===== config.mk =====
export PLATFORM = sky130hd
export DESIGN_NAME = serial_twoc_array_flat
export DESIGN_NICKNAME = d
export VERILOG_FILES = /design/src/rtl/serial_twoc_pkg.sv /design/src/rtl/serial_twoc_array_if.sv /design/src/rtl/serial_twoc_lane.sv /design/src/rtl/serial_twoc_array.sv /design/src/flat_wrapper.sv
export SDC_FILE = /design/constraint.sdc
export NUM_CORES = 1
export LEC_CHECK = 0
export BUFFER_PORTS_ARGS = -buffer_cell sky130_fd_sc_hd__buf_2
export CAP_MARGIN = 10
export CORE_MARGIN = 3
export CORE_UTILIZATION = 55
export DETAILED_ROUTE_END_ITERATION = 12
export PLACE_DENSITY = 0.8
export SETUP_SLACK_MARGIN = 0.1
export SYNTH_ARGS = -nofsm -noshare
export SYNTH_HDL_FRONTEND = slang
export SYNTH_HIERARCHICAL = 1
export SYNTH_SLANG_ARGS = --single-unit
export TNS_END_PERCENT = 10

===== constraint.sdc =====
create_clock -name t_clk -period 4.7 [get_ports t_clk]
set_input_delay 0.235 -clock t_clk [delete_from_list [all_inputs] [get_ports t_clk]]
set_output_delay 0.235 -clock t_clk [all_outputs]
set_load 0.02 [all_outputs]

===== src/rtl/serial_twoc_pkg.sv =====
// rtl/serial_twoc_pkg.sv - shared parameter helpers for the serial two's-complement lane array
// Contents: pos_width() sizes the shared bit-position counter,
//           params_legal() guards the supported WIDTH/CHANNELS ranges.
package serial_twoc_pkg;

  localparam int WIDTH_MIN    = 2;
  localparam int WIDTH_MAX    = 64;
  localparam int CHANNELS_MIN = 1;
  localparam int CHANNELS_MAX = 32;

  // Counter width for positions 0..width-1; never below one bit.
  function automatic int pos_width(input int width);
    return (width <= 2) ? 1 : $clog2(width);
  endfunction

  function automatic bit params_legal(input int width, input int channels);
    return (width >= WIDTH_MIN) && (width <= WIDTH_MAX) &&
           (channels >= CHANNELS_MIN) && (channels <= CHANNELS_MAX);
  endfunction

endpackage


===== src/rtl/serial_twoc_array_if.sv =====
// rtl/serial_twoc_array_if.sv - serial lane bundle between sources and the negator array
// Signals: in_valid/in_bits/neg_mask flow source -> array,
//          out_valid/out_bits/out_first/out_last/ovf flow array -> accumulators.
// Modports: master = serial source/sink side, slave = negator array.
interface serial_twoc_array_if #(
  parameter int CHANNELS = 4
);
  logic                in_valid;
  logic [CHANNELS-1:0] in_bits;
  logic [CHANNELS-1:0] neg_mask;
  logic                out_valid;
  logic [CHANNELS-1:0] out_bits;
  logic                out_first;
  logic                out_last;
  logic [CHANNELS-1:0] ovf;

  modport master (
    output in_valid, in_bits, neg_mask,
    input  out_valid, out_bits, out_first, out_last, ovf
  );

  modport slave (
    input  in_valid, in_bits, neg_mask,
    output out_valid, out_bits, out_first, out_last, ovf
  );
endinterface


===== src/rtl/serial_twoc_lane.sv =====
// rtl/serial_twoc_lane.sv - one bit-serial pass/negate lane
// Ports: t_clk, r (async active-high reset), in_valid, in_bit, first/last (word position
//        flags from the shared counter), neg_sel (lane's neg_mask bit),
//        out_bit, ovf (both registered, forced to 0 on invalid cycles).
module serial_twoc_lane (
  input  logic t_clk,
  input  logic r,
  input  logic in_valid,
  input  logic in_bit,
  input  logic first,
  input  logic last,
  input  logic neg_sel,
  output logic out_bit,
  output logic ovf
);

  logic neg_q;
  logic seen_one;
  logic neg_eff;
  logic seen_eff;
  logic out_nxt;
  logic ovf_nxt;

  // On the first bit of a word the fresh mask and a cleared history apply in the
  // same cycle, so back-to-back words need no idle slot.
  assign neg_eff  = first ? neg_sel : neg_q;
  assign seen_eff = first ? 1'b0 : seen_one;

  // Serial negate: copy bits up to and including the lowest 1, invert the rest.
  assign out_nxt = (neg_eff && seen_eff) ? ~in_bit : in_bit;

  // Only 100..0 reaches the MSB with no earlier 1 and a 1 in the MSB.
  assign ovf_nxt = last && neg_eff && !seen_eff && in_bit;

  always_ff @(posedge t_clk or posedge r) begin
    if (r) begin
      neg_q    <= 1'b0;
      seen_one <= 1'b0;
      out_bit  <= 1'b0;
      ovf      <= 1'b0;
    end else if (in_valid) begin
      neg_q    <= neg_eff;
      seen_one <= seen_eff | in_bit;
      out_bit  <= out_nxt;
      ovf      <= ovf_nxt;
    end else begin
      out_bit  <= 1'b0;
      ovf      <= 1'b0;
    end
  end

endmodule


===== src/rtl/serial_twoc_array.sv =====
// rtl/serial_twoc_array.sv - multi-lane word-framed bit-serial two's-complement negator
// Ports: t_clk, r (async active-high reset), bus (slave modport of serial_twoc_array_if).
// Parameters: WIDTH bits per LSB-first word (2..64), CHANNELS lanes (1..32).
// Latency is one cycle; outputs are zero whenever out_valid is low.
module serial_twoc_array
  import serial_twoc_pkg::*;
#(
  parameter int WIDTH    = 8,
  parameter int CHANNELS = 4
) (
  input  logic               t_clk,
  input  logic               r,
  serial_twoc_array_if.slave bus
);

  localparam int  POS_W     = pos_width(WIDTH);
  localparam bit  PARAMS_OK = params_legal(WIDTH, CHANNELS);
  localparam logic [POS_W-1:0] LAST_POS = POS_W'(WIDTH - 1);

  if (!PARAMS_OK) begin : g_bad_params
    $error("serial_twoc_array: WIDTH or CHANNELS outside supported range");
  end

  logic [POS_W-1:0]    pos;
  logic                first;
  logic                last;
  logic                out_valid_q;
  logic                out_first_q;
  logic                out_last_q;
  logic [CHANNELS-1:0] lane_out;
  logic [CHANNELS-1:0] lane_ovf;

  assign first = (pos == '0);
  assign last  = (pos == LAST_POS);

  // Shared position counter; frozen on gap cycles so gaps never split framing.
  always_ff @(posedge t_clk or posedge r) begin
    if (r) begin
      pos         <= '0;
      out_valid_q <= 1'b0;
      out_first_q <= 1'b0;
      out_last_q  <= 1'b0;
    end else begin
      out_valid_q <= bus.in_valid;
      out_first_q <= bus.in_valid && first;
      out_last_q  <= bus.in_valid && last;
      if (bus.in_valid) begin
        pos <= last ? '0 : pos + POS_W'(1);
      end
    end
  end

  for (genvar c = 0; c < CHANNELS; c++) begin : g_lane
    serial_twoc_lane u_lane (
      .t_clk    (t_clk),
      .r        (r),
      .in_valid (bus.in_valid),
      .in_bit   (bus.in_bits[c]),
      .first    (first),
      .last     (last),
      .neg_sel  (bus.neg_mask[c]),
      .out_bit  (lane_out[c]),
      .ovf      (lane_ovf[c])
    );
  end

  assign bus.out_valid = out_valid_q;
  assign bus.out_first = out_first_q;
  assign bus.out_last  = out_last_q;
  assign bus.out_bits  = lane_out;
  assign bus.ovf       = lane_ovf;

endmodule


===== src/flat_wrapper.sv =====
// flat-port wrapper written by rule: the top's interface ports become plain ports
module serial_twoc_array_flat import serial_twoc_pkg::*;
#(
  parameter int WIDTH    = 8,
  parameter int CHANNELS = 4
)
  (t_clk, r, bus_in_valid, bus_in_bits, bus_neg_mask, bus_out_valid, bus_out_bits, bus_out_first, bus_out_last, bus_ovf);
  serial_twoc_array_if #(.CHANNELS(CHANNELS)) bus_i ();
  input  logic t_clk;
  input  logic r;
  input wire logic [$bits(bus_i.in_valid)-1:0] bus_in_valid;
  input wire logic [$bits(bus_i.in_bits)-1:0] bus_in_bits;
  input wire logic [$bits(bus_i.neg_mask)-1:0] bus_neg_mask;
  output wire logic [$bits(bus_i.out_valid)-1:0] bus_out_valid;
  output wire logic [$bits(bus_i.out_bits)-1:0] bus_out_bits;
  output wire logic [$bits(bus_i.out_first)-1:0] bus_out_first;
  output wire logic [$bits(bus_i.out_last)-1:0] bus_out_last;
  output wire logic [$bits(bus_i.ovf)-1:0] bus_ovf;
  assign bus_i.in_valid = bus_in_valid;
  assign bus_i.in_bits = bus_in_bits;
  assign bus_i.neg_mask = bus_neg_mask;
  assign bus_out_valid = bus_i.out_valid;
  assign bus_out_bits = bus_i.out_bits;
  assign bus_out_first = bus_i.out_first;
  assign bus_out_last = bus_i.out_last;
  assign bus_ovf = bus_i.ovf;
  serial_twoc_array #(.WIDTH(WIDTH), .CHANNELS(CHANNELS)) u_core (.t_clk(t_clk), .r(r), .bus(bus_i));
endmodule

== Word level (Yosys, flattened, before mapping) ==
Index checks and enable logic that the tools add are counted.

* Output and inout bits: 11
* Input bits: 11
* Word-level logic and storage cells: 74
* Bits in registers: 22

* Reduce and logical (&&, ||, !) cells: 23
* Bitwise operators: 8
* Equality and inequality tests: 1
* Add/sub/neg operators: 1
* Muxes and demuxes: 21

{| class="wikitable"
|+ Operator list
! kind !! number
|-
| two-way mux 1 bit || 20
|-
| logical AND 1 bit || 18
|-
| zero test 1 bit || 4
|-
| NOT 1 bit || 4
|-
| OR 1 bit || 4
|-
| adder 3 x 1 -> 3 bit (second input constant) || 1
|-
| equality test 3 bit (second input constant) || 1
|-
| zero test 3 bit || 1
|-
| two-way mux 3 bit || 1
|}

== Logic depth before layout (Yosys ltp) ==
* Depth in word-level cells: 6
* Mapped depth: 5
* Depth with buffers taken out: 5

== By module ==
The synthesis kept the hierarchy.

{| class="wikitable"
|+ Modules (own cells, without submodules)
! module !! cells an instance !! instances !! sequential area each (um^2) !! area an instance (um^2)
|-
| serial_twoc_lane || 16 || 4 || 100.1 || 177.7
|-
| serial_twoc_array || 20 || 1 || 150.1 || 254.0
|}

== Worst setup path before layout ==
No wires, ideal clock.

* Path type: register to register
* Start: reg u_core.pos[0]
* End: reg u_core.g_lane[0].u_lane.neg_q
* Data required time: 4,575 ps
* Path slack: 3,085 ps
* Path buffers: 0
* Arrival time: 1,491 ps
* Stages on the path, launching flop included: 6
* Setup time: 125 ps
* Clock period less this slack: 1,615 ps
* Path through: dfrtp_1 -> inv_1 -> ha_1 -> nor2b_1 -> nand2_1 -> mux2_2

* Word-level cells in the longest chain between the ends: 2

{| class="wikitable"
|+ Ends and longest elaborated chain
! item !! RTL line !! source
|-
| start, declared || serial_twoc_array.sv:24 || <nowiki>logic [POS_W-1:0] pos;</nowiki>
|-
| start signal, assigned || serial_twoc_array.sv:48 || <nowiki>pos <= last ? '0 : pos + POS_W'(1);</nowiki>
|-
| zero test 3 bit || serial_twoc_array.sv:33 || <nowiki>assign first = (pos == '0);</nowiki>
|-
| via u_core.first || serial_twoc_array.sv:25 || <nowiki>logic first;</nowiki>
|-
| two-way mux 1 bit || serial_twoc_lane.sv:26 || <nowiki>assign neg_eff = first ? neg_sel : neg_q;</nowiki>
|-
| end signal, assigned || serial_twoc_lane.sv:42 || <nowiki>neg_q <= neg_eff;</nowiki>
|-
| end, declared || serial_twoc_lane.sv:17 || <nowiki>logic neg_q;</nowiki>
|}

The timed path passes the listed nets, and every way through them passes these cells.
A chain may end at the register's enable or synchronous reset.

== Worst setup path in the final report ==
* Start: reg u_core.pos[0]
* End: reg u_core.g_lane[2].u_lane.neg_q

* Word-level cells in the longest chain between the ends: 2

{| class="wikitable"
|+ Ends and longest elaborated chain
! item !! RTL line
|-
| zero test 3 bit || serial_twoc_array.sv:33
|-
| via u_core.first || serial_twoc_array.sv:25
|-
| two-way mux 1 bit || serial_twoc_lane.sv:26
|-
| end signal, assigned || serial_twoc_lane.sv:42
|-
| end, declared || serial_twoc_lane.sv:17
|}

The timed path passes the listed nets, and every way through them passes these cells.

==> flow_summary.yaml <==
final_layout:
  seq_area_um2: 551
  final.fill_count: 122
  finalNonFillerCells: 125
  syn_to_final_growth_pct: 16.3
  drive_above_1_share_pct: 28.4
  final_nets: 125
  diodes: 0
  multi_input_area_um2: 388
synth:
  ys.flop_type: "dfrtp_1"
  synth_top_cell_by_area: "dfrtp_1"
  ys_ff_latch: 22
  synthTopCellsByCount: "dfrtp_1, nand2_1, inv_1, mux2_2, or3b_1"
  synth_top_cell_area_share_pct: 57.1
  synthTopCellsByArea: "dfrtp_1, mux2_2, nand2_1"
  synth_nets: 98
  synth_mux_area_share_pct: 9.99
  synth-edff-count: 0
  ys_types: 15
  synthArstFlopShare_pct: 100
  yosysWarnings: 6
  synth-compound-area-share_pct: 6.74
  syn_inst: 84
  ys_seq_area_share_pct: 57.1
  netlist_area_um2: 965
  synthAdderAreaFrac_pct: 3.89
  synth_xor_xnor_area_share_pct: 0
  yosys.area_share.simple_pct: 19.6
  avgSynthCellArea_um2: 11.5
  synth_top_family_by_area: "simple AND/OR/NAND/NOR gates"
  yosysMostFrequentCell: "dfrtp_1"
die:
  initial_core_util_pct: 61.2
  ios: 22
  coreArea_um2: 1580
  die_w_um: 47.9
  die-area_um2: 2290
  row_count: 14
  die_h_um: 47.9
sta:
  maxSlewViolCount: 0
  tightest_slew_ns: 0.882
  post-route-min-period_ns: 1.92
  setup-tns-final_ns: 0
  rsz0062_at_grt: "false"
  finalCritPeriodShare_pct: 40.9
  hold_violations: 0
  slew_headroom_pct: 41.1
  max_freq_mhz: 520
  setup_viol: 0
  setup_ws_ns: 2.78
  finClkSkew_ns: 0.00203
setup_path:
  cp-end-kind: "register"
  critPathLaunchType: "register"
  timing.rr.start: "u_core/pos[0]"
  critPathLaunch: "u_core/pos[0]"
  worst-setup-path-type: "reg -> reg"
  path_max_fanout: 17
  cp_data_required_time_ns: 4.89
  arrival_ns: 2.11
  timing.rr.end: "u_core/g_lane[2].u_lane/neg_q"
  rr_worst_depth: 5
  setup.worst_path.end: "u_core/g_lane[2].u_lane/neg_q"
  r2r_setup_slack_ns: 2.78
power:
  clkPwrFrac_pct: 14.6
  power_frac_seq_pct: 51.1
  vdd_drop_max_v: 0.000292
  p_comb_share_pct: 34.3
  p_sw_share_pct: 32.8
  leakage_uw: 0.000584
  intPower_uw: 369
  power.total_uw: 549
  power_switching_uw: 180
  power_density_nw_per_um2: 489
cts:
  cts_tree: "yes"
  cts_made_buffers: 3
  cts_root_buffer: "clkbuf_4"
  cts_resized: 0
  ctsHoldBuffers: 1
  post_cts_buffers: 0
  clkSinkCount: 22
  insertion_delay_ns: 0.30
  clockBufferDepth: 2
  htreeDepth: 1
  path_clk_slew_ns: 0.11
global_routing:
  grt_start_max_net_pins: 29
  grt_pass1_vias: 657
  antenna_found_initial: 0
  track_usage_pct: 17.5
  grt_pass1_wl_um: 2750
  gr-total-overflow: 0
route:
  route.detailed.drc: 0
  vias: 676
  drt-wirelength-per-cell_um: 13.6
  via_per_inst: 5.41
  drtPass1Iterations: 4
  drt-initial-drc-count: 11
  postRouteWirelength_um: 1700
  ant_nets: 0
placement:
  placed_cells: 121
  post-dp-hpwl_um: 1250
  gp_congestion: 0.763
  io_buffers: 21
  place_ws_ns: 2.83
min_path:
  hold_path.class: "in -> reg"
status:
  status: "complete, no violations"
job:
  drv_cap: 0
-- per-stage QoR --
stage | utilization [%] | cell area, um^2 | hold slack [ns]
floorplan | - | 965 | 0.00108
global placement | 69.1 | 1090 | 0.164
detailed placement | 69.1 | 1090 | 0.165
CTS | 71.2 | 1120 | 0.156
global route | 71.2 | 1120 | 0.153
finish | 71.2 | 1120 | 0.163
-- critical path, stage by stage, from the launching register on --
cell and delay (ns):
dfrtp_1 0.41, inv_1 0.08, ha_1 0.13, nor2b_1 0.70, nand2_1 0.18, mux2_2 0.32
-- cell type report --
cell class | instances | area share, %
Sequential cell | 22 | 49.1
Tap cell | 16 | 1.78
Timing Repair Buffer | 22 | 10.3
Clock buffer | 3 | 2.01
Inverter | 7 | 2.34
Multi-Input combinational cell | 55 | 34.6
-- cells in the final DEF (no fill, tap or decap), types with 5 or more instances in the layout --
master	Yosys	routed
dfrtp_1	22	22
buf_2	0	21
or3b_1	5	5
inv_1	7	7
mux2_2	5	5
nand2_1	13	13
-- worst min-delay path by stage --
| stage | startpoint | slack, ns | end | cells past startpoint |
|---|---|---|---|---|
| 2_1_floorplan | r | 0.001 | u_core/g_lane[0].u_lane/neg_q | 1 |
| 3_3_place_gp | r | 0.16 | u_core/g_lane[0].u_lane/ovf | 2 |
| 3_5_place_dp | r | 0.16 | u_core/g_lane[1].u_lane/neg_q | 2 |
| 4_1_cts | bus_neg_mask[0] | 0.16 | u_core/g_lane[0].u_lane/ovf | 3 |
| 5_1_grt | bus_neg_mask[1] | 0.15 | u_core/g_lane[1].u_lane/ovf | 3 |
| 6_report | bus_neg_mask[1] | 0.16 | u_core/g_lane[1].u_lane/ovf | 3 |
-- kinds of logic after synthesis --
group / after synthesis
fa+ha+maj: 3
flops: 22
simple gates: 33
buf+inv: 7
mux: 9
compound gates: 10
-- per-layer routing --
metal / vias to the layer above / track usage (%) / share of wire (%)
li1: 335 / - / -
met1: 309 / 22.6 / 41
met2: 24 / 27.4 / 51
met3: 8 / 4.51 / 5.6
met4: 0 / 8.06 / 1.9
met5: - / 0 / 0
-- flip-flops by register name, indices dropped and copies added, names as in the netlist --
signal	count
u_core/g_lane.u_lane/neg_q	4
u_core/g_lane.u_lane/seen_one	4
u_core/g_lane.u_lane/out_bit	4
u_core/bus.out_first	1
u_core/g_lane.u_lane/ovf	4
u_core/bus.out_valid	1
u_core/pos	3
u_core/bus.out_last	1
-- power groups by stage --
stage,sequential [uW],clock [uW],combinational (uW)
finish,281,80.1,188
global placement,280,0,182
global route,288,94.4,210
detailed placement,284,0,188
CTS,280,83.9,189
floorplan,293,0,126
(Power assumes the default switching activity.)
